`src/rtl/lsu_stbuf_pkg.sv`:
```
// Shared store-buffer types: entry layout, default geometry and the pointer-width helper.
package lsu_stbuf_pkg;

    localparam int STBUF_DEPTH      = 4;
    localparam int STBUF_ADDR_W     = 16;
    localparam int STBUF_DATA_W     = 39;
    localparam int STBUF_STARVE_MAX = 8;

    function automatic int stbuf_ptr_w(input int depth);
        return (depth > 1) ? $clog2(depth) : 1;
    endfunction

    localparam int STBUF_PTR_W = stbuf_ptr_w(STBUF_DEPTH);

    typedef struct packed {
        logic                    valid;
        logic [STBUF_ADDR_W-1:2] addr;
        logic [STBUF_DATA_W-1:0] data;
    } stbuf_entry_t;

endpackage

```
`src/rtl/lsu_stbuf_fwd.sv`:
```
// Youngest-first forwarding match across the occupied store-buffer slots (head .. head+count-1).
module lsu_stbuf_fwd
    import lsu_stbuf_pkg::*;
#(
    parameter int DEPTH  = STBUF_DEPTH,
    parameter int ADDR_W = STBUF_ADDR_W,
    parameter int DATA_W = STBUF_DATA_W,
    parameter int PTR_W  = STBUF_PTR_W
) (
    input  stbuf_entry_t      entries [DEPTH],
    input  logic [PTR_W-1:0]  head,
    input  logic [PTR_W:0]    count,
    input  logic [ADDR_W-1:2] ld_word,
    output logic              hit,
    output logic [DATA_W-1:0] data
);

    logic [PTR_W-1:0] idx_s;
    logic             match_s;

    // Walk oldest to youngest so a younger match overrides any older one.
    always_comb begin
        hit     = 1'b0;
        data    = {DATA_W{1'b0}};
        idx_s   = head;
        match_s = 1'b0;
        for (int k = 0; k < DEPTH; k++) begin
            idx_s   = head + PTR_W'(k);
            match_s = ((PTR_W + 1)'(k) < count) & entries[idx_s].valid
                      & (entries[idx_s].addr == ld_word);
            hit     = hit | match_s;
            data    = match_s ? entries[idx_s].data : data;
        end
    end

endmodule

```
`src/rtl/lsu_dccm_stbuf.sv`:
```
// Store buffer in front of the DCCM write port: in-order queue, tail coalescing, idle-cycle drain.
// Build option LSU_STBUF_FWD_EN: forward buffered data to loads; otherwise matching loads stall.
module lsu_dccm_stbuf
    import lsu_stbuf_pkg::*;
#(
    parameter int DEPTH      = STBUF_DEPTH,
    parameter int ADDR_W     = STBUF_ADDR_W,
    parameter int DATA_W     = STBUF_DATA_W,
    parameter int STARVE_MAX = STBUF_STARVE_MAX
) (
    input  logic                   clk,
    input  logic                   rst,
    input  logic                   freeze,
    input  logic                   st_valid,
    output logic                   st_ready,
    input  logic [ADDR_W-1:0]      st_addr,
    input  logic [DATA_W-1:0]      st_data,
    input  logic                   ld_rden,
    input  logic [ADDR_W-1:0]      ld_addr,
    output logic                   ld_stall,
    output logic                   fwd_hit,
    output logic [DATA_W-1:0]      fwd_data,
    input  logic                   flush_req,
    output logic                   empty,
    output logic [$clog2(DEPTH):0] count,
    output logic                   dccm_wren,
    output logic [ADDR_W-1:0]      dccm_wr_addr,
    output logic [DATA_W-1:0]      dccm_wr_data
);

    localparam int PTR_W    = stbuf_ptr_w(DEPTH);
    localparam int CNT_W    = PTR_W + 1;
    localparam int STARVE_W = $clog2(STARVE_MAX + 1);

    stbuf_entry_t        entries_r [DEPTH];
    logic [PTR_W-1:0]    head_r;
    logic [PTR_W-1:0]    tail_r;
    logic [PTR_W-1:0]    youngest_s;
    logic [CNT_W-1:0]    count_r;
    logic [CNT_W-1:0]    count_nxt_s;
    logic [STARVE_W-1:0] starve_r;
    logic [STARVE_W-1:0] starve_nxt_s;
    logic [ADDR_W-1:2]   st_word_s;
    logic [ADDR_W-1:2]   ld_word_s;
    logic                full_s;
    logic                nonempty_s;
    logic                drain_s;
    logic                accept_s;
    logic                coalesce_s;
    logic                push_s;
    logic                starve_max_s;
    logic                match_stall_s;
    logic                fwd_hit_s;
    logic [DATA_W-1:0]   fwd_data_s;
    logic                unused_s;

    assign st_word_s    = st_addr[ADDR_W-1:2];
    assign ld_word_s    = ld_addr[ADDR_W-1:2];
    assign unused_s     = ^{st_addr[1:0], ld_addr[1:0]};

    assign full_s       = (count_r == CNT_W'(DEPTH));
    assign nonempty_s   = (count_r != {CNT_W{1'b0}});
    assign drain_s      = ~rst & nonempty_s & ~ld_rden & ~freeze;
    assign st_ready     = ~rst & ~flush_req & ~full_s;
    assign accept_s     = st_valid & st_ready;
    assign youngest_s   = tail_r - PTR_W'(1);

    // The youngest entry is only popping when it is also the head, i.e. a single occupant.
    assign coalesce_s   = accept_s & nonempty_s
                          & (entries_r[youngest_s].addr == st_word_s)
                          & ~(drain_s & (count_r == CNT_W'(1)));
    assign push_s       = accept_s & ~coalesce_s;

    assign starve_max_s = (starve_r == STARVE_W'(STARVE_MAX));

    // Occupancy after this cycle's push and pop.
    always_comb begin
        count_nxt_s = count_r;
        case ({push_s, drain_s})
            2'b10:   count_nxt_s = count_r + CNT_W'(1);
            2'b01:   count_nxt_s = count_r - CNT_W'(1);
            default: count_nxt_s = count_r;
        endcase
    end

    // Starvation: counts consecutive full cycles lost to loads, saturating at the stall threshold.
    always_comb begin
        starve_nxt_s = starve_r;
        if (~full_s | drain_s) begin
            starve_nxt_s = {STARVE_W{1'b0}};
        end else if (ld_rden & ~freeze & ~starve_max_s) begin
            starve_nxt_s = starve_r + STARVE_W'(1);
        end else begin
            starve_nxt_s = starve_r;
        end
    end

    // Entry storage, ring pointers, occupancy and starvation counter.
    always_ff @(posedge clk) begin
        if (rst) begin
            for (int i = 0; i < DEPTH; i++) begin
                entries_r[i] <= '{valid: 1'b0, addr: {(ADDR_W-2){1'b0}}, data: {DATA_W{1'b0}}};
            end
            head_r   <= {PTR_W{1'b0}};
            tail_r   <= {PTR_W{1'b0}};
            count_r  <= {CNT_W{1'b0}};
            starve_r <= {STARVE_W{1'b0}};
        end else begin
            if (drain_s) begin
                entries_r[head_r].valid <= 1'b0;
                head_r                  <= head_r + PTR_W'(1);
            end
            if (push_s) begin
                entries_r[tail_r] <= '{valid: 1'b1, addr: st_word_s, data: st_data};
                tail_r            <= tail_r + PTR_W'(1);
            end
            if (coalesce_s) begin
                entries_r[youngest_s].data <= st_data;
            end
            count_r  <= count_nxt_s;
            starve_r <= starve_nxt_s;
        end
    end

`ifdef LSU_STBUF_FWD_EN
    lsu_stbuf_fwd #(
        .DEPTH  (DEPTH),
        .ADDR_W (ADDR_W),
        .DATA_W (DATA_W),
        .PTR_W  (PTR_W)
    ) u_fwd (
        .entries (entries_r),
        .head    (head_r),
        .count   (count_r),
        .ld_word (ld_word_s),
        .hit     (fwd_hit_s),
        .data    (fwd_data_s)
    );

    assign match_stall_s = 1'b0;
`else
    assign fwd_hit_s  = 1'b0;
    assign fwd_data_s = {DATA_W{1'b0}};

    // Without forwarding a load that hits any buffered word must wait for it to drain.
    always_comb begin
        match_stall_s = 1'b0;
        for (int i = 0; i < DEPTH; i++) begin
            match_stall_s = match_stall_s
                            | (entries_r[i].valid & (entries_r[i].addr == ld_word_s));
        end
    end
`endif

    assign fwd_hit      = ~rst & fwd_hit_s;
    assign fwd_data     = {DATA_W{~rst}} & fwd_data_s;
    assign ld_stall     = ~rst & (starve_max_s | (ld_rden & match_stall_s));
    assign dccm_wren    = drain_s;
    assign dccm_wr_addr = {entries_r[head_r].addr, 2'b00};
    assign dccm_wr_data = entries_r[head_r].data;
    assign count        = count_r;
    assign empty        = ~nonempty_s;

endmodule

```
`config.mk`:
```
export PLATFORM = sky130hd
export DESIGN_NAME = lsu_dccm_stbuf
export DESIGN_NICKNAME = d
export VERILOG_FILES = /design/src/rtl/lsu_stbuf_pkg.sv /design/src/rtl/lsu_stbuf_fwd.sv /design/src/rtl/lsu_dccm_stbuf.sv
export SDC_FILE = /design/constraint.sdc
export NUM_CORES = 1
export LEC_CHECK = 0
export ABC_AREA = 1
export ABC_CLOCK_PERIOD_IN_PS = 5100
export CELL_PAD_IN_SITES_DETAIL_PLACEMENT = 0
export CELL_PAD_IN_SITES_GLOBAL_PLACEMENT = 1
export CORE_ASPECT_RATIO = 1.2
export CORE_MARGIN = 2
export CORE_UTILIZATION = 35
export CTS_CLUSTER_SIZE = 28
export DETAILED_ROUTE_END_ITERATION = 6
export PLACE_DENSITY_LB_ADDON = 0.1
export SETUP_SLACK_MARGIN = 0.5
export SLEW_MARGIN = 10
export SYNTH_ARGS = -nofsm -noshare
export SYNTH_HDL_FRONTEND = slang
export SYNTH_SLANG_ARGS = --single-unit
```
`constraint.sdc`:
```
create_clock -name clk -period 5.1 [get_ports clk]
set_clock_uncertainty 0.2 [all_clocks]
set_input_delay 1.53 -clock clk [delete_from_list [all_inputs] [get_ports clk]]
set_output_delay 1.53 -clock clk [all_outputs]
set_load 0.05 [all_outputs]
```
* Word level (Yosys, flattened, before mapping)
Memories as Yosys holds them, arrays and structs flattened. A register that Yosys moved wholly into a read port is not among the register bits.
Index checks and enable logic that the tools add are counted.
** Operators by class
- Add/subtract/negate cells :: 6
- Eq/ne operators :: 10
- Muxes and demuxes :: 23
- Bitwise logic cells :: 33
- Reduce and logical (&&, ||, !) cells :: 6
** Operators with widths (number)
- 54-bit 2-to-1 mux :: 3
- 54-bit OR reduction :: 3
- 14-bit equality test :: 5
- 1-bit bitwise AND :: 19
- 2-bit 2-to-1 mux :: 7
- 1-bit 2-to-1 mux :: 12
- 1-bit inverter :: 9
- 3-bit case mux with 2 select lines :: 1
- 1-bit bitwise OR :: 5
- 2-bit by 1-bit adder with 2-bit output, second input constant :: 2
- 4-bit by 1-bit adder with 4-bit output, second input constant :: 1
- 4-bit equality test, second input constant :: 1
- 3-bit by 1-bit adder with 3-bit output, second input constant :: 1
- 3-bit by 1-bit equality test with 1-bit output, second input constant :: 1
- 3-bit equality test, second input constant :: 1
- 3-bit nonzero test :: 1
- 3-bit by 1-bit subtractor with 3-bit output, second input constant :: 1
- 2-bit by 1-bit equality test with 1-bit output, second input constant :: 1
- 2-bit equality test, second input constant :: 1
- 2-bit nonzero test :: 1
- 2-bit OR reduction :: 1
- 2-bit by 1-bit subtractor with 2-bit output, second input constant :: 1
** Word-level totals
- Bits in registers :: 11
- Bits in writable memories :: 216
- Input bits :: 77
- Output and inout bits :: 102
- Word-level logic and storage cells :: 83
- Memories kept :: 1
** Memory list
- entries_r :: depth 4, width 54, read ports 6, clocked after memory_dff 1, wr ports 4, line lsu_dccm_stbuf.sv:35 : stbuf_entry_t entries_r [DEPTH];

* Longest topological paths before layout
Gate-level depths: netlist of run 1.
- Depth in word-level cells :: 15
- Gate-level depth with buffers :: 19
- Depth with buffers taken out :: 19

* Worst setup path after synthesis of run 1
Ideal clock, no wire load.
- Kind :: input -> output
- From :: input ld_addr[12]
- To :: output ld_stall
- Arrival time :: 3.083 ns
- Required time :: 3.370 ns
- Path slack :: 0.287 ns
- Stages on the path :: 8
- Path buffers :: 1
- Path through :: clkbuf_1 -> xnor2_1 -> nand3_1 -> nor4_1 -> nand3_1 -> nand2_1 -> o21ai_0 -> a21oi_1
** Between the ends
- Cells in the longest elaborated chain, start to end :: 8
- Elaborated cells between the ends (all ways) :: 14
- Those cells by class :: eq/ne: 4; bitwise: 10
** RTL lines
- start, declared :: line lsu_dccm_stbuf.sv:19 : input logic [ADDR_W-1:0] ld_addr,
- 14-bit equality test :: line lsu_dccm_stbuf.sv:150 : | (entries_r[i].valid & (entries_r[i].addr == ld_word_s));
- 1-bit bitwise AND :: line lsu_dccm_stbuf.sv:150
- 1-bit bitwise OR (2 in a row) :: line lsu_dccm_stbuf.sv:150
- 1-bit bitwise OR * :: line lsu_dccm_stbuf.sv:150
- 1-bit bitwise AND * :: line lsu_dccm_stbuf.sv:157 : assign ld_stall = ~rst & (starve_max_s | (ld_rden & match_stall_s));
- 1-bit bitwise OR * :: line lsu_dccm_stbuf.sv:157
- 1-bit bitwise AND * :: line lsu_dccm_stbuf.sv:157
- end, declared :: line lsu_dccm_stbuf.sv:20 : output logic ld_stall,
Mark *: on every way between the ends. The rest lies on a longest branch, timed or not.

* Worst setup path after layout of run 1
Same ends and word-level chain as after synthesis.

==> results of run 1 <==
flip-flops by register name, summed over array words and instances, names as in the netlist, named ones only:
name / flops
count: 3
entries_r: 216
starve_r: 4
tail_r: 2
head_r: 2
metrics by stage:
stage	util, %	TNS [ns]	instances	cell area, sq um
5_1_grt	44.1	0	1943	14600
4_1_cts	43.9	0	1941	14600
3_3_place_gp	41.2	-0.125	1893	13700
6_report	44.1	0	1943	14600
2_1_floorplan	-	0	1377	11900
3_5_place_dp	41.2	-0.156	1893	13700
repair_timing:
action / 4_1_cts / 5_1_grt
gates resized for setup: 75 / 22
endpoints found under the setup margin: 2 / 1
setup buffers: 3 / 2
pin swaps: 27 / 23
critical path: stages:
cell	delay, ns
sky130_fd_sc_hd__buf_6	0.09
sky130_fd_sc_hd__buf_6	0.12
sky130_fd_sc_hd__buf_4	0.13
sky130_fd_sc_hd__xnor2_1	0.14
sky130_fd_sc_hd__nand3_1	0.14
sky130_fd_sc_hd__nor4_2	0.16
sky130_fd_sc_hd__nand2_1	0.08
sky130_fd_sc_hd__nand2_1	0.07
sky130_fd_sc_hd__o21ai_1	0.06
sky130_fd_sc_hd__buf_4	0.17
sky130_fd_sc_hd__a21oi_4	0.14
sky130_fd_sc_hd__buf_12	0.15
area by class of cell:
type	instances	area (sq um)
Sequential cell	229	6750
Clock buffer	30	687
Clock inverter	15	97.6
Inverter	109	413
Multi-Input combinational cell	932	4350
Tap cell	450	563
Fill cell	3333	18600
Timing Repair Buffer	178	1750
synth_stat cells (3+ instances only):
cell type                  instances  share of area, %
sky130_fd_sc_hd__nor2_1          348                11
sky130_fd_sc_hd__ha_1              7              0.74
sky130_fd_sc_hd__nand4_1           8              0.42
sky130_fd_sc_hd__xor2_1           11              0.82
sky130_fd_sc_hd__o21ai_1           3              0.13
sky130_fd_sc_hd__inv_1           103               3.3
sky130_fd_sc_hd__o21ai_0         124               5.3
sky130_fd_sc_hd__nand3_2           3              0.25
sky130_fd_sc_hd__a21oi_1          30               1.3
sky130_fd_sc_hd__clkbuf_1         39               1.2
sky130_fd_sc_hd__buf_4            44               2.8
sky130_fd_sc_hd__edfxtp_1        216                55
sky130_fd_sc_hd__nand2_1         226               7.2
sky130_fd_sc_hd__dfxtp_1          13               2.2
sky130_fd_sc_hd__inv_2             6              0.19
sky130_fd_sc_hd__nand3_1          36               1.5
sky130_fd_sc_hd__o22ai_1          59               3.1
sky130_fd_sc_hd__or2_2             3              0.16
sky130_fd_sc_hd__xnor2_1          12              0.89
sky130_fd_sc_hd__nor4_1            5              0.27
sky130_fd_sc_hd__buf_2            23              0.98
worst paths after layout:
path | end | slack (ns)
min reg2reg | starve_r[3]$_SDFFE_PP0P_ | 0.28
max | ld_stall | 0.39
max reg2reg | entries_r[1][32]$_SDFFCE_PN0P_ | 1.16
min | starve_r[3]$_SDFFE_PP0P_ | 0.28
power by group:
part | internal (mW) | leakage (nW) | switching [mW] | total [mW]
clock network | 1.00 | 0.384 | 0.728 | 1.73
registers | 2.14 | 2.34 | 0.0442 | 2.18
logic | 0.228 | 3.50 | 0.513 | 0.741
kinds of logic after synthesis:
family | count (synthesis) | share of synthesized area, %
compound gates | 222 | 10.2
xor+xnor | 23 | 1.71
fa+ha+maj | 7 | 0.744
buf+inv | 216 | 8.59
flops | 229 | 57.3
other cells | 1 | 0.0318
simple gates | 638 | 21.4
routing by layer:
layer | part of all wire [%] | vias to the layer above
met5 | 0 | -
met1 | 41 | 4453
li1 | - | 4633
met3 | 5.0 | 46
met4 | 1.9 | 0
met2 | 52 | 217
==> impl_metrics.toml, run 1 <==
[setup_path]
kind_of_capture_point_of_the_worst_setup_path = "output pin"
start_to_end_type_of_the_worst_setup_path = "in2out"
setup.worst_path.start_class = "input port"
worst-endpoint-required_ns = 3.37
crit_path_start = "ld_addr[12]"
crit_path_max_fanout = 4
reg2reg_depth = 15
critPathArrivalTime_ns = 2.98
rr_startpoint = "tail_r[0]$_SDFFE_PP0P_"

[cells_and_area]
final_net_count = 1560
diodes = 0
layout.cells.most_common = "sky130_fd_sc_hd__nor2_1"
syn_to_final_growth_pct = 24.0
layout_common_cells = "sky130_fd_sc_hd__nor2_1 (346), sky130_fd_sc_hd__nand2_1 (219), sky130_fd_sc_hd__edfxtp_1 (216)"
drive_above_1_share_pct = 14.0

[logic_synthesis]
synth_area_sq_mm = 0.0118
number_of_synthesis_warnings = 0
asyncSetResetFlopFracSynth_pct = 0
postSynth.topFlopCell = "sky130_fd_sc_hd__edfxtp_1"
synth.avg_cell_area_sq_um = 8.82
synthesis.instances = 1336
number_of_enable_flip_flop_cells_after_synthesis = 216
synth_sequential_area_ratio_pct = 57.3
postSynthRegisterBits = 229
synth.lib_cells_used.distinct = 33

[global_route]
grt-ovfl-total = 0
antenna_found_initial = 0
gr-usage-met3_pct = 3.25
grt_usage_pct = 20.4
vias_in_the_first_global_route = 9201
grt_util_met1_pct = 24.3
grtUsageMet2_pct = 38.0
global_route.peak_usage_layer = "met2"
first_pass_grt_wire_length_microns = 53500
grt_start_max_net_pins = 79

[clock_tree]
clk_transition_reported_paths_ns = 0.06
numCtsBuffers = 26
post_cts_hold_buffer_count = 0
root_buffer_cell = "sky130_fd_sc_hd__clkbuf_16"
clock_sinks = 229
cts_tree = "done"
cts_htree_levels = 1
worst_skew_pair.late_latency_ns = 0.53
clk_path_buf_depth = 3

[power_and_ir_drop]
max-vdd-ir-drop_uv = 215
power.density_mw_per_mm2 = 319
power_total_mw = 4.65
leakagePower_nw = 6.22

[sta]
final.min_clock_period_ns = 4.71
final.period_utilization_pct = 92.4
timing.final.hold_violations = 0
max_freq_mhz = 212
slew_limit_fails = 0
finalSetupViolations = 0
whs_ns = 0.276
postLayoutSetupSlackWorst_ns = 0.387
rsz_0062_raised_after_global_routing = "true"
tightest_slew_ns = 0.686
worst_case_headroom_to_the_max_slew_limit_pct = 54.2

[die]
fp.dieH_microns = 205
io_pins = 179
die_w_microns = 171
initial_utilization_pct = 35.5
core-area_sq_mm = 0.0332
core.rowCount = 73
floorplan.die_area_sq_mm = 0.0351

[hold_path]
timing.hold.worst.class = "reg2reg"
hold-path-cell-count = 2
holdCritStartpoint = "starve_r[3]$_SDFFE_PP0P_"

[place]
hpwlAfterDp_microns = 22900
place.port_buffers = 132
place.gp.congestion = 0.836
detailedPlace.worstSlack_ns = -0.156

[route]
detail_route.first_pass.iterations = 5
number_of_antenna_violating_nets_in_the_routed_design = 0
vias_per_cell = 4.81
vias = 9349
drc_errors = 0
routed_len_inst_microns = 18.5
initialDrtViolationCount = 538
wl_microns = 35900

[flow_run]
timing.max_cap.violations = 0

[outcome]
outcome = "finished, final reports clean"
No activity file was read; power rests on OpenSTA's default activity.
==> run 2, diff against run 1 <==
- CORE_MARGIN: 2 -> 4
==> run 2 against run 1 <==
Clock-buffer cell count is 3 lower. First-iteration DRC count rose by 12%. Routed wire length grew 1.1%. Critical path depth shrank 3. Hold slack improved by 0.010 ns. Largest power group unchanged.
==> impl_metrics.toml, run 2 (same netlist as run 1, synthesis figures left out) <==
[global_route]
vias_in_the_first_global_route = 9183
antenna_found_initial = 0
grt_start_max_net_pins = 100
first_pass_grt_wire_length_microns = 54200
grt_usage_pct = 19.1
grt-ovfl-total = 0

[die]
fp.dieH_microns = 209
io_pins = 179
initial_utilization_pct = 35.5
die_w_microns = 175
core.rowCount = 73
core-area_sq_mm = 0.0332
floorplan.die_area_sq_mm = 0.0367

[power_and_ir_drop]
cellInternalPower_mw = 3.41
seqPwrFrac_pct = 46.5
leakagePower_nw = 6.14
comb_power_share_pct = 15.8
clockPowerShare_pct = 37.7
max-vdd-ir-drop_uv = 284
power.density_mw_per_mm2 = 320
switchingPower_mw = 1.28
power.share.switching_pct = 27.4

[place]
place.port_buffers = 132
dp_cells = 1890
hpwlAfterDp_microns = 23100
place.gp.congestion = 0.880

[cells_and_area]
number_of_flip_flops_in_the_largest_register = 216
layout_common_cells = "sky130_fd_sc_hd__nor2_1 (346), sky130_fd_sc_hd__nand2_1 (219), sky130_fd_sc_hd__edfxtp_1 (216)"
stdcell_count = 1938
drive_above_1_share_pct = 11.2
registers.top_by_ff_count = "entries_r"
final_net_count = 1556
syn_to_final_growth_pct = 24.4
diodes = 0
layout.cells.most_common = "sky130_fd_sc_hd__nor2_1"

[clock_tree]
clock_sinks = 229
clk_transition_reported_paths_ns = 0.06
clk_path_buf_depth = 3
cts_tree = "done"
root_buffer_cell = "sky130_fd_sc_hd__clkbuf_16"
cts_htree_levels = 1
worst_skew_pair.late_latency_ns = 0.52
numCtsBuffers = 25
post_cts_hold_buffer_count = 0

[route]
wl_microns = 36300
initialDrtViolationCount = 600
routed_len_inst_microns = 18.7
detail_route.first_pass.iterations = 6
number_of_antenna_violating_nets_in_the_routed_design = 0
drc_errors = 0
vias = 9469
vias_per_cell = 4.89

[sta]
tightest_slew_ns = 0.717
timing.final.hold_violations = 0
worst_case_headroom_to_the_max_slew_limit_pct = 52.2
final.period_utilization_pct = 91.0
aggregate_negative_setup_slack_ns = 0
final.min_clock_period_ns = 4.64
rsz_0062_raised_after_global_routing = "true"
slew_limit_fails = 0
max_freq_mhz = 215
finalSetupViolations = 0

[setup_path]
timing.critical_path.slowest_stage_cell = "sky130_fd_sc_hd__xnor2_2"
setup.worst_path.start_class = "input port"
crit_path_max_incr_delay_ns = 0.23
crit_path_max_fanout = 4
critPathArrivalTime_ns = 2.91
timing.critical_path.cells = "buf_2 -> xnor2_2 -> nand3_2 -> nor4_2 -> nand3_1 -> nand2_2 -> o21ai_4 -> a21oi_2 -> buf_12"
reg2reg_depth = 15
start_to_end_type_of_the_worst_setup_path = "in2out"
kind_of_capture_point_of_the_worst_setup_path = "output pin"
worst-endpoint-required_ns = 3.37

[flow_run]
timing.max_cap.violations = 0

[hold_path]
hold-path-cell-count = 2
timing.hold.worst.class = "reg2reg"

[outcome]
outcome = "finished, final reports clean"
[run 2: cell count changes in the layout (fill, tap and decap cells not counted), moves of 2 or more]
| cell | delta |
|---|---|
| sky130_fd_sc_hd__xnor2_2 | +2 |
| sky130_fd_sc_hd__inv_2 | +2 |
| sky130_fd_sc_hd__clkinv_4 | +2 |
| sky130_fd_sc_hd__clkbuf_2 | +5 |
| sky130_fd_sc_hd__clkdlybuf4s15_2 | -2 |
| sky130_fd_sc_hd__a21oi_2 | +2 |
| sky130_fd_sc_hd__buf_4 | -48 |
| sky130_fd_sc_hd__clkbuf_16 | -2 |
| sky130_fd_sc_hd__clkdlybuf4s50_1 | +50 |
| sky130_fd_sc_hd__o22ai_1 | -2 |
| sky130_fd_sc_hd__buf_12 | -7 |
| sky130_fd_sc_hd__bufinv_16 | +2 |
| sky130_fd_sc_hd__clkinv_1 | -3 |
[run 2: area by class of cell]
class / instances / area, sq um
clock inverters: 16 / 160
clock buffers: 27 / 633
well taps: 450 / 563
inverters: 109 / 413
repair buffers: 175 / 1750
fillers: 3297 / 18500
flip-flops and latches: 229 / 6750
multi-input cells: 932 / 4380
[run 2: repair_timing]
action / in CTS / in global routing
setup buffers: 3 / 2
gates cloned: 0 / 0
endpoints found under the setup margin: 2 / 2
pin swaps: 27 / 23
gates resized for setup: 73 / 34
[run 2: power by group through the flow]
stage,Clock (mW),Combinational (mW),Sequential (mW)
after floorplan,0,0.476,2.21
after global placement,0,0.729,2.22
after detailed placement,0,0.729,2.22
after CTS,1.82,0.741,2.18
after global routing,1.88,0.796,2.18
final,1.77,0.741,2.18
[run 2: per-stage QoR]
step                util, %  hold slack (ns)  worst slack, ns  instance area (sq um)  total power [mW]
CTS                    44.0            0.293            0.374                  14600              4.74
detailed placement     41.2            0.280           -0.193                  13700              2.95
global placement       41.2            0.268           -0.185                  13700              2.94
finish                 44.2            0.286            0.459                  14700              4.69
global route           44.2            0.311            0.412                  14700              4.86
floorplan                 -            0.254            0.536                  11900              2.68
[run 2: worst paths after layout]
| check | start | end | slack, ns |
|---|---|---|---|
| hold / removal | starve_r[3]$_SDFFE_PP0P_ | starve_r[3]$_SDFFE_PP0P_ | 0.29 |
| hold reg to reg | starve_r[3]$_SDFFE_PP0P_ | starve_r[3]$_SDFFE_PP0P_ | 0.29 |
| setup / recovery | ld_addr[6] | ld_stall | 0.46 |
| setup reg to reg | tail_r[0]$_SDFFE_PP0P_ | entries_r[3][42]$_SDFFCE_PN0P_ | 0.92 |
[run 2: per-layer routing]
| layer | global-route usage, % | vias up | part of all wire, % |
|---|---|---|---|
| li1 | - | 4622 | - |
| met1 | 23.9 | 4524 | 41 |
| met2 | 34.3 | 275 | 51 |
| met3 | 3.47 | 48 | 6.1 |
| met4 | 4.95 | 0 | 2.1 |
| met5 | 0 | - | 0 |
[run 2: critical path: cells and delay by family]
kind | cells | cell delay, ns
xor gates and xnor gates | 1 | 0.23
and+or+nand+nor | 4 | 0.57
buffers and inverters | 2 | 0.31
AOI/OAI and AO/OA | 2 | 0.27
==> run 3, diff against run 2 <==
- HOLD_SLACK_MARGIN: not set -> 0.12
- PLACE_DENSITY: not set -> 0.8
- PLACE_DENSITY_LB_ADDON: 0.1 -> not set
==> run 3 against run 2 <==
Die area unchanged. Largest cell class unchanged. Critical endpoint unchanged. Routed wire length down 3.6%. Non-clock buffer count down 4. Highest routed layer unchanged.
==> impl_metrics.toml, run 3 (same netlist as run 1, synthesis figures left out) <==
[sta]
rsz_0062_raised_after_global_routing = "true"
final.min_clock_period_ns = 4.54
timing.final.hold_violations = 0
postLayoutSetupSlackWorst_ns = 0.555
slew_limit_fails = 0
finalSetupViolations = 0
max_freq_mhz = 220
worst_case_headroom_to_the_max_slew_limit_pct = 39.2
final.period_utilization_pct = 89.1
tightest_slew_ns = 0.910

[cells_and_area]
number_of_flip_flops_in_the_largest_register = 216
layout_common_cells = "sky130_fd_sc_hd__nor2_1 (346), sky130_fd_sc_hd__nand2_1 (219), sky130_fd_sc_hd__edfxtp_1 (216)"
layout.core_utilization_pct = 43.7
syn_to_final_growth_pct = 23.1
stdcell_count = 1931
diodes = 0
layout.cells.most_common = "sky130_fd_sc_hd__nor2_1"
final_design_area_no_fill_sq_mm = 0.0145
final_net_count = 1551
drive_above_1_share_pct = 13.6
registers.top_by_ff_count = "entries_r"
n_fill_cell = 3221

[global_route]
antenna_found_initial = 0
grt_usage_pct = 18.4
grt_start_max_net_pins = 100
first_pass_grt_wire_length_microns = 52600
vias_in_the_first_global_route = 9517
grt-ovfl-total = 0

[power_and_ir_drop]
power_total_mw = 4.58
leakagePower_nw = 6.17
max-vdd-ir-drop_uv = 254
power.density_mw_per_mm2 = 316

[die]
die_w_microns = 175
io_pins = 179
core.rowCount = 73
floorplan.die_area_sq_mm = 0.0367
initial_utilization_pct = 35.5
fp.dieH_microns = 209
core-area_sq_mm = 0.0332

[hold_path]
timing.hold.worst.class = "reg2reg"

[outcome]
outcome = "finished, final reports clean"

[clock_tree]
clk_path_buf_depth = 3
cts_htree_levels = 1
post_cts_hold_buffer_count = 0
clock_sinks = 229
root_buffer_cell = "sky130_fd_sc_hd__clkbuf_16"
clk_transition_reported_paths_ns = 0.06
cts_tree = "done"
numCtsBuffers = 24
worst_skew_pair.late_latency_ns = 0.52

[route]
number_of_antenna_violating_nets_in_the_routed_design = 0
initialDrtViolationCount = 603
vias = 9585
detail_route.first_pass.iterations = 5
vias_per_cell = 4.96
routed_len_inst_microns = 18.1
wl_microns = 35000
drc_errors = 0

[setup_path]
crit_path_max_incr_delay_ns = 0.17
crit_path_most_repeated_cell = "sky130_fd_sc_hd__buf_6"
kind_of_capture_point_of_the_worst_setup_path = "output pin"
critPathArrivalTime_ns = 2.81
timing.critical_path.slowest_stage_cell = "sky130_fd_sc_hd__a21oi_4"
worst-endpoint-required_ns = 3.37
start_to_end_type_of_the_worst_setup_path = "in2out"
timing.critical_path.cells = "buf_6 -> buf_6 -> buf_4 -> xnor2_2 -> nand3_1 -> nor4_2 -> nand2_1 -> nand2_2 -> o21ai_4 -> a21oi_4 -> buf_12"
crit_path_max_fanout = 4
setup.worst_path.start_class = "input port"

[place]
dpl-instance-area_sq_mm = 0.0136
place.port_buffers = 132
dp_cells = 1885
hpwlAfterDp_microns = 22100
place.gp.congestion = 0.910
detailedPlace.worstSlack_ns = -0.246

[flow_run]
timing.max_cap.violations = 0
[run 3: critical path: cells and delay by family]
family,cells,cell delay (ns)
AOI/OAI and AO/OA,2,0.25
xor gates and xnor gates,1,0.11
buffers and inverters,4,0.50
and+or+nand+nor,4,0.42
[run 3: path summary, 6_finish.rpt]
kind                       startpoint                        endpoint  slack, ns  depth (start not counted)
min          starve_r[3]$_SDFFE_PP0P_        starve_r[3]$_SDFFE_PP0P_       0.29                          2
max reg2reg    tail_r[0]$_SDFFE_PP0P_  entries_r[1][29]$_SDFFCE_PN0P_       1.19                         16
min reg2reg  starve_r[3]$_SDFFE_PP0P_        starve_r[3]$_SDFFE_PP0P_       0.29                          2
max                       ld_addr[12]                        ld_stall       0.56                         11
[run 3: timing repair]
| action | 4_1_cts | 5_1_grt |
|---|---|---|
| pin swaps | 22 | 23 |
| buffers inserted | 5 | 1 |
| endpoints found under the setup margin | 2 | 1 |
| gates resized for setup | 69 | 32 |
[run 3: final cells by class]
| cell class | count | area, sq um | share of cell area (%) |
|---|---|---|---|
| clock buffers | 30 | 644 | 4.44 |
| multi-input cells | 932 | 4350 | 30.0 |
| clock inverters | 10 | 95.1 | 0.656 |
| well taps | 450 | 563 | 3.88 |
| repair buffers | 171 | 1690 | 11.6 |
| inverters | 109 | 412 | 2.84 |
| flip-flops and latches | 229 | 6750 | 46.6 |
[run 3: through the flow]
step | setup TNS (ns) | hold slack, ns
after floorplan | 0 | 0.254
after global placement | -0.174 | 0.264
after detailed placement | -0.246 | 0.273
after CTS | 0 | 0.282
after global routing | 0 | 0.318
final | 0 | 0.286
[run 3: power by group]
| part | switching [mW] | total [mW] | internal, mW | leakage [nW] |
|---|---|---|---|---|
| Combinational | 0.513 | 0.734 | 0.221 | 3.46 |
| Clock | 0.685 | 1.67 | 0.986 | 0.364 |
| Sequential | 0.0402 | 2.18 | 2.14 | 2.34 |
[run 3: routing by layer]
metal / GRT usage, % / vias to the layer above / part of all wire, %
met5: 0 / - / 0
met4: 5.24 / 0 / 2.7
met3: 3.89 / 62 / 7.5
met2: 34.2 / 316 / 52
met1: 21.2 / 4590 / 38
li1: - / 4617 / -
